<file path="src/rtl/lsu_pkg.sv">
// lsu_pkg: shared state encoding, access-size codes and lane/byte-enable helpers for the load/store unit
package lsu_pkg;
  typedef enum logic [1:0] {IDLE, REQ, WAIT, DONE} state_t;
  localparam logic [2:0] F3_B  = 3'b000;
  localparam logic [2:0] F3_H  = 3'b001;
  localparam logic [2:0] F3_W  = 3'b010;
  localparam logic [2:0] F3_BU = 3'b100;
  localparam logic [2:0] F3_HU = 3'b101;
  function automatic logic is_byte(input logic [2:0] f3);
    return f3 == F3_B || f3 == F3_BU;
  endfunction
  function automatic logic is_half(input logic [2:0] f3);
    return f3 == F3_H || f3 == F3_HU;
  endfunction
  // Offsets are truncated to the natural size so misaligned H/W accesses land on an aligned lane group
  function automatic logic [1:0] eff_off(input logic [2:0] f3, input logic [1:0] a);
    return is_byte(f3) ? a : is_half(f3) ? {a[1], 1'b0} : 2'b00;
  endfunction
  function automatic logic misaligned(input logic [2:0] f3, input logic [1:0] a);
    return is_byte(f3) ? 1'b0 : is_half(f3) ? a[0] : a != 2'b00;
  endfunction
  // Offset o lives in the most significant lanes first, so it maps to be bit 3-o
  function automatic logic [3:0] store_be(input logic [2:0] f3, input logic [1:0] o);
    return is_byte(f3) ? 4'b1000 >> o : is_half(f3) ? (o[1] ? 4'b0011 : 4'b1100) : 4'b1111;
  endfunction
  function automatic logic [31:0] store_data(input logic [2:0] f3, input logic [31:0] d);
    return is_byte(f3) ? {4{d[7:0]}} : is_half(f3) ? {2{d[15:0]}} : d;
  endfunction
endpackage

</file>
<file path="src/rtl/load_align.sv">
// load_align: picks the addressed byte/halfword out of a read word and sign- or zero-extends it
module load_align
  import lsu_pkg::*;
(
  input  logic [31:0] rdata,
  input  logic [1:0]  offset,
  input  logic [2:0]  funct3,
  output logic [31:0] data
);
  logic [7:0]  b;
  logic [15:0] h;
  logic        sx;
  assign b  = rdata[{~offset, 3'b000} +: 8];
  assign h  = rdata[{~offset[1], 4'b0000} +: 16];
  assign sx = ~funct3[2];
  // Extend the selected lanes; anything that is neither byte nor halfword passes the word through
  always_comb data = is_byte(funct3) ? {{24{sx & b[7]}}, b} :
                     is_half(funct3) ? {{16{sx & h[15]}}, h} : rdata;
endmodule

</file>
<file path="src/rtl/load_store_unit.sv">
// load_store_unit: MEM-stage req/gnt/rvalid initiator with sizing, byte enables and stall; LSU_MISALIGN_EXC_EN enables misalignment exceptions
module load_store_unit
  import lsu_pkg::*;
#(
  parameter int ADDR_W = 32
) (
  input  logic              clk,
  input  logic              rst,
  input  logic              ex_valid,
  input  logic              ex_mem_read,
  input  logic              ex_mem_write,
  input  logic [2:0]        ex_funct3,
  input  logic [ADDR_W-1:0] ex_addr,
  input  logic [31:0]       ex_wdata,
  input  logic [4:0]        ex_rd,
  output logic              lsu_stall,
  output logic              wb_valid,
  output logic [4:0]        wb_rd,
  output logic [31:0]       wb_data,
  output logic              misalign_exc,
  output logic [ADDR_W-1:0] exc_addr,
  output logic              dmem_req,
  output logic              dmem_we,
  output logic [ADDR_W-1:0] dmem_addr,
  output logic [3:0]        dmem_be,
  output logic [31:0]       dmem_wdata,
  input  logic              dmem_gnt,
  input  logic              dmem_rvalid,
  input  logic [31:0]       dmem_rdata
);
  state_t      state;
  logic [2:0]  f3_q;
  logic [1:0]  off_q;
  logic [4:0]  rd_q;
  logic        op;
  logic        mis;
  logic [31:0] ld_data;
  assign op = ex_valid & (ex_mem_read | ex_mem_write);
`ifdef LSU_MISALIGN_EXC_EN
  assign mis = misaligned(ex_funct3, ex_addr[1:0]);
`else
  assign mis = 1'b0;
`endif
  // Stall is gated by reset so every output reads 0 while reset is held
  always_comb lsu_stall = rst & ((state == IDLE & op) | state == REQ | state == WAIT);
  load_align u_align (
    .rdata (dmem_rdata),
    .offset(off_q),
    .funct3(f3_q),
    .data  (ld_data)
  );
  // Access sequencer: capture in IDLE, hold the request until granted, wait for load data, report for one cycle
  always_ff @(posedge clk or negedge rst) begin
    if (!rst) begin
      state        <= IDLE;
      f3_q         <= '0;
      off_q        <= '0;
      rd_q         <= '0;
      wb_valid     <= 1'b0;
      wb_rd        <= '0;
      wb_data      <= '0;
      misalign_exc <= 1'b0;
      exc_addr     <= '0;
      dmem_req     <= 1'b0;
      dmem_we      <= 1'b0;
      dmem_addr    <= '0;
      dmem_be      <= '0;
      dmem_wdata   <= '0;
    end else begin
      case (state)
        IDLE: if (op) begin
          f3_q  <= ex_funct3;
          off_q <= eff_off(ex_funct3, ex_addr[1:0]);
          rd_q  <= ex_rd;
          if (mis) begin
            state        <= DONE;
            misalign_exc <= 1'b1;
            exc_addr     <= ex_addr;
          end else begin
            state      <= REQ;
            dmem_req   <= 1'b1;
            dmem_we    <= ~ex_mem_read;
            dmem_addr  <= {ex_addr[ADDR_W-1:2], 2'b00};
            dmem_be    <= store_be(ex_funct3, eff_off(ex_funct3, ex_addr[1:0]));
            dmem_wdata <= store_data(ex_funct3, ex_wdata);
          end
        end
        REQ: if (dmem_gnt) begin
          dmem_req <= 1'b0;
          state    <= dmem_we ? DONE : WAIT;
        end
        WAIT: if (dmem_rvalid) begin
          state    <= DONE;
          wb_valid <= 1'b1;
          wb_rd    <= rd_q;
          wb_data  <= ld_data;
        end
        DONE: begin
          state        <= IDLE;
          wb_valid     <= 1'b0;
          misalign_exc <= 1'b0;
          exc_addr     <= '0;
        end
        default: state <= IDLE;
      endcase
    end
  end
endmodule

</file>
<file path="config.mk">
export PLATFORM = sky130hd
export DESIGN_NAME = load_store_unit
export DESIGN_NICKNAME = d
export VERILOG_FILES = /design/src/rtl/lsu_pkg.sv /design/src/rtl/load_align.sv /design/src/rtl/load_store_unit.sv
export SDC_FILE = /design/constraint.sdc
export NUM_CORES = 1
export LEC_CHECK = 0
export ABC_CLOCK_PERIOD_IN_PS = 2050
export CAP_MARGIN = 25
export CELL_PAD_IN_SITES_DETAIL_PLACEMENT = 1
export CELL_PAD_IN_SITES_GLOBAL_PLACEMENT = 2
export CORE_ASPECT_RATIO = 1.4
export CORE_MARGIN = 4
export CORE_UTILIZATION = 24
export DETAILED_ROUTE_END_ITERATION = 10
export HOLD_SLACK_MARGIN = 0.1
export PLACE_DENSITY_LB_ADDON = 0.1
export SLEW_MARGIN = 20
export SYNTH_ARGS = -nofsm -noshare
export SYNTH_HDL_FRONTEND = slang
export SYNTH_SLANG_ARGS = --single-unit
export TNS_END_PERCENT = 5
</file>
<file path="constraint.sdc">
create_clock -name clk -period 2.05 [get_ports clk]
set_input_delay 0.3075 -clock clk [delete_from_list [all_inputs] [get_ports clk]]
set_output_delay 0.3075 -clock clk [all_outputs]
set_load 0.005 [all_outputs]
</file>
Yosys cells after proc, flatten, opt, wreduce, memory -nomap -nowiden
Cells that the tools add are included.

Bits in registers: 118. Word-level logic and storage cells: 72.

Mux-type cells: 19. Shift operators: 3. Reduce and logical (&&, ||, !) cells: 14. Eq/ne operators: 12. Bitwise gates (word level): 12.

Operator list (number): 32-bit 2-to-1 mux (4); 32-bit by 6-bit variable part select with 16-bit output (1); 32-bit by 6-bit variable part select with 8-bit output (1); 3-bit == test, second input constant (4); 4-bit 2-to-1 mux (3); 2-bit 2-to-1 mux (5); 2-bit one-hot mux with 4 select lines (1); 3-bit by 1-bit == test with 1-bit output, second input constant (2); 3-bit zero test (2); 2-bit inequality test, second input constant (3); 2-bit AND reduction (3); 3-bit AND reduction (2); 1-bit bitwise AND (5); 2-bit == test, second input constant (2); 1-bit logical OR (4); 1-bit 2-to-1 mux (4); 1-bit one-hot mux with 2 select lines (2); 2-bit nonzero test (2); 4-bit by 2-bit >> shifter with 4-bit output, first input constant (1); 1-bit NOT (3); 1-bit OR (3); 2-bit by 1-bit == test with 1-bit output, second input constant (1); 2-bit zero test (1); 2-bit NOT (1).

Depth between registers and ports, before layout
Gate-level depths: netlist (run 1).

Word-level depth: 7. Gate-level depth with buffers: 9.

By module
From an unflattened synthesis (run 1), not the netlist that was laid out.

Cell total of the unflattened synthesis: 504. Area total of the unflattened synthesis: 6140.9 um^2.

Modules (own cells, without submodules): load_store_unit (area an instance 5313.8 um^2, cells an instance 380, times used 1); load_align (area an instance 827.0 um^2, cells an instance 124, times used 1).

Worst setup path before layout (run 1)
Ideal clock, no wire load.

Kind: flip-flop to output port. Start: register state[0]. End: output port lsu_stall. Buffers on the path: 1. Slack: 256 ps. Data arrival time: 1487 ps. Cell stages (with the launch flop): 7. Cells stage by stage: dfrtp_1 -> inv_1 -> ha_1 -> inv_1 -> nor2_1 -> clkbuf_1 -> o31a_1.

Word-level cells in the longest chain between the ends: 5. Elaborated cells on any way between the ends: 7. Those cells by class: eq/ne (2); bitwise (4); reduce/logical (1).

Ends and longest elaborated chain: start: declaration (line load_store_unit.sv:31) `state_t state;`; start signal: assignment (line load_store_unit.sv:90) `state <= dmem_we ? DONE : WAIT;`; 2-bit zero test (line load_store_unit.sv:45) `always_comb lsu_stall = rst & ((state == IDLE & op) | state == REQ | state == WAIT);`; 1-bit bitwise AND (line load_store_unit.sv:45); 1-bit OR (line load_store_unit.sv:45); 1-bit OR (*) (line load_store_unit.sv:45); 1-bit bitwise AND (*) (line load_store_unit.sv:45); end: declaration (line load_store_unit.sv:16) `output logic lsu_stall,`.

Mark *: on every way between the ends. The rest lies on a longest branch, timed or not.

Worst setup path in the final report (run 1)
Same ends and word-level chain as after synthesis.

==> impl_metrics.ini, run 1 <==
[pwr]
pwr-share-clk = 0.234
peakVddDrop_mv = 0.619
switching_share = 0.336
powerDensity_nw_per_um2 = 1400
power_frac_seq = 0.325
p_leak_nw = 4.01
comb_power_share = 0.441
fin_total_pwr_mw = 12.4
internal_power_mw = 8.24
power.switching_mw = 4.16

[cells_and_area]
n_fill_cell = 2678
final_nets = 963
layout_commonest_cell = clkdlybuf4s50_1
multi_input_area_um2 = 2460
diodes = 0
final_cell_mix = 215 x clkdlybuf4s50_1, 206 x nand2_1, 118 x dfrtp_1
syn_to_final_growth_pct = 54.3
seq_area_um2 = 2950
layout-drive-gt1-share = 0.0838
stdcell_count = 1165

[setup_path]
crit_type = flip-flop to primary output
path_max_fanout = 4
worstSetupEndpointType = primary output
cp-start-kind = flip-flop
cp.required_ps = 1740
worstPathArrival_ps = 1660

[floorplan]
std_cell_rows = 66
dieHeight_um = 191
dieArea_um2 = 26400
initial_utilization = 0.245
ioPinCount = 253
dieWidth_um = 139
design.core.area_um2 = 23400

[sta]
tightest_slew_ps = 725
max_slew_margin = 0.517
clock.fmax_mhz = 509
setup_viol = 0
hold_violations = 0
post-route-period-util = 0.959
final.min_clock_period_ps = 1970
drv_slew = 0
fin_skew_ps = 8.38

[synth]
synth_area_um2 = 5720
async_flop_share = 1.00
ys_top_cells_by_area = dfrtp_1 52%, nand2_1 14%, buf_4 4.7%
ys_seq_area_frac = 0.516
ys_seq_elements = 118
synth-edff-count = 0
synth_cell_type_count = 38
ys.flop_type = dfrtp_1
syn_area_per_cell_um2 = 9.09
synth_top_area_frac = 0.516
synth_area_leader_cell = dfrtp_1
synth_warnings = 0
synthCells = 630

[grt]
grt_util_met2 = 0.278
busiest_layer = met2
grt_pass1_wl_mm = 32.9
grt_use_total = 0.160
grt_overflow_total = 0
use_met3 = 0.0620
grt_pass1_vias = 5689
antenna_found_initial = 0
grt_max_degree = 119
use_met1 = 0.178

[cts]
path_clk_slew_ps = 50
cts_buffers = 17
clock-sinks = 118
clock_latency_ps = 420
ctsRootBufferMaster = clkbuf_16
clk_path_buf_depth = 2
cts_tree = done
h-tree-depth = 4

[route]
wirelength_mm = 20.9
drtAntennaViolNets = 0
drt_iter0_markers = 204
post_drt_wl_per_cell_um = 17.9
first_pass_iters = 4
drc_errors = 0
vias_per_cell = 4.48
num_vias = 5222

[placed_design]
portBuffers = 217
place_hpwl_mm = 15.3
placed_cells = 1129
routabilityCongestion = 0.810

[run_status]
status = completed

[min_path]
hold_class = primary input to flip-flop

[run]
timing.max_cap.violations = 0
-- through the flow --
step | setup WS, ps | cell area (µm²) | hold slack [ps] | TNS [ps] | util
5_1_grt | -5.22 | 8830 | 411 | -5.22 | 0.378
2_1_floorplan | 256 | 5850 | 11.9 | 0 | -
3_3_place_gp | 14.0 | 8190 | 450 | 0 | 0.351
3_5_place_dp | -21.9 | 8210 | 454 | -21.9 | 0.351
6_report | 84.8 | 8830 | 420 | 0 | 0.378
4_1_cts | 3.30 | 8810 | 390 | 0 | 0.377
-- worst max-delay path: stages (launching register included) --
cell and delay [ps]:
dfrtp_1 380, inv_2 80, ha_4 180, inv_4 70, nor2_4 40, o31a_1 290
clkdlybuf4s15_1 200
-- final timing paths --
check | startpoint | end | cells past startpoint | slack (ps)
min in group asynchronous | rst | wb_valid$_DFFE_PN0P_ | 3 | 520
setup reg to reg | off_q[1]$_DFFE_PN0P_ | wb_data[10]$_DFFE_PN0P_ | 4 | 240
hold / removal | ex_rd[0] | rd_q[0]$_DFFE_PN0P_ | 3 | 420
setup / recovery | state[0]$_DFFE_PN0P_ | lsu_stall | 6 | 80
hold reg to reg | rd_q[3]$_DFFE_PN0P_ | wb_rd[3]$_DFFE_PN0P_ | 2 | 460
max in group asynchronous | rst | dmem_addr[19]$_DFFE_PN0P_ | 3 | 960
-- Yosys cell counts, types with 4 or more instances --
master / number
o21a_1: 7
a221oi_1: 15
ha_1: 4
buf_2: 15
a22o_1: 8
mux2i_1: 25
clkbuf_1: 26
o21ai_0: 42
nand2_1: 206
nand3_1: 28
nor2_1: 23
mux2_2: 11
a21oi_1: 21
nor4b_1: 7
dfrtp_1: 118
inv_1: 5
o31ai_1: 5
buf_4: 36
-- kinds of logic after synthesis --
| group | synth area share |
|---|---|
| other cells | 0.000655 |
| mux | 0.0699 |
| buf+inv | 0.0807 |
| fa+ha+maj | 0.00874 |
| flops | 0.516 |
| compound gates | 0.121 |
| simple gates | 0.203 |
-- sequential cells by signal (all words and copies together) (netlist names), 2 cells and up --
| name | count |
|---|---|
| dmem_addr | 30 |
| wb_data | 32 |
| rd_q | 5 |
| state | 2 |
| dmem_be | 4 |
| f3_q | 3 |
| wb_rd | 5 |
| off_q | 2 |
| dmem_wdata | 32 |
-- routing by layer --
layer | vias to the layer above | wire length [µm]
li1 | 2480 | -
met1 | 2525 | 8080
met2 | 191 | 10700
met3 | 26 | 1670
met4 | 0 | 388
met5 | - | 0
-- final cells by class --
type                            count  area share
Inverter                            5     0.00241
Timing Repair Buffer              242       0.277
Multi-Input combinational cell    464       0.279
Clock buffer                       27      0.0592
Tap cell                          306      0.0433
Clock inverter                      3     0.00453
Sequential cell                   118       0.334
-- power by group through the flow --
stage          logic, mW  registers (mW)  clock network [mW]
6_report            5.48            4.03                2.90
3_3_place_gp        5.35            4.04                   0
5_1_grt             6.06            4.19                3.11
2_1_floorplan       2.29            4.05                   0
3_5_place_dp        5.47            4.09                   0
4_1_cts             5.57            4.06                3.01
-- repair_timing --
item	4_1_cts	5_1_grt
pin swaps	0	1
endpoints found under the hold margin	118	0
hold buffers	1	0
gates resized for setup	5	3
setup endpoints to repair	1	1
setup buffers	3	2
Power figures use the tool's default switching activity.
==> inputs of run 2 (changes only) <==
Settings changed: CTS_CLUSTER_DIAMETER from default to 150.
==> results of run 2 <==
No change in the layout: final DEF, timing and power equal those of run 1.
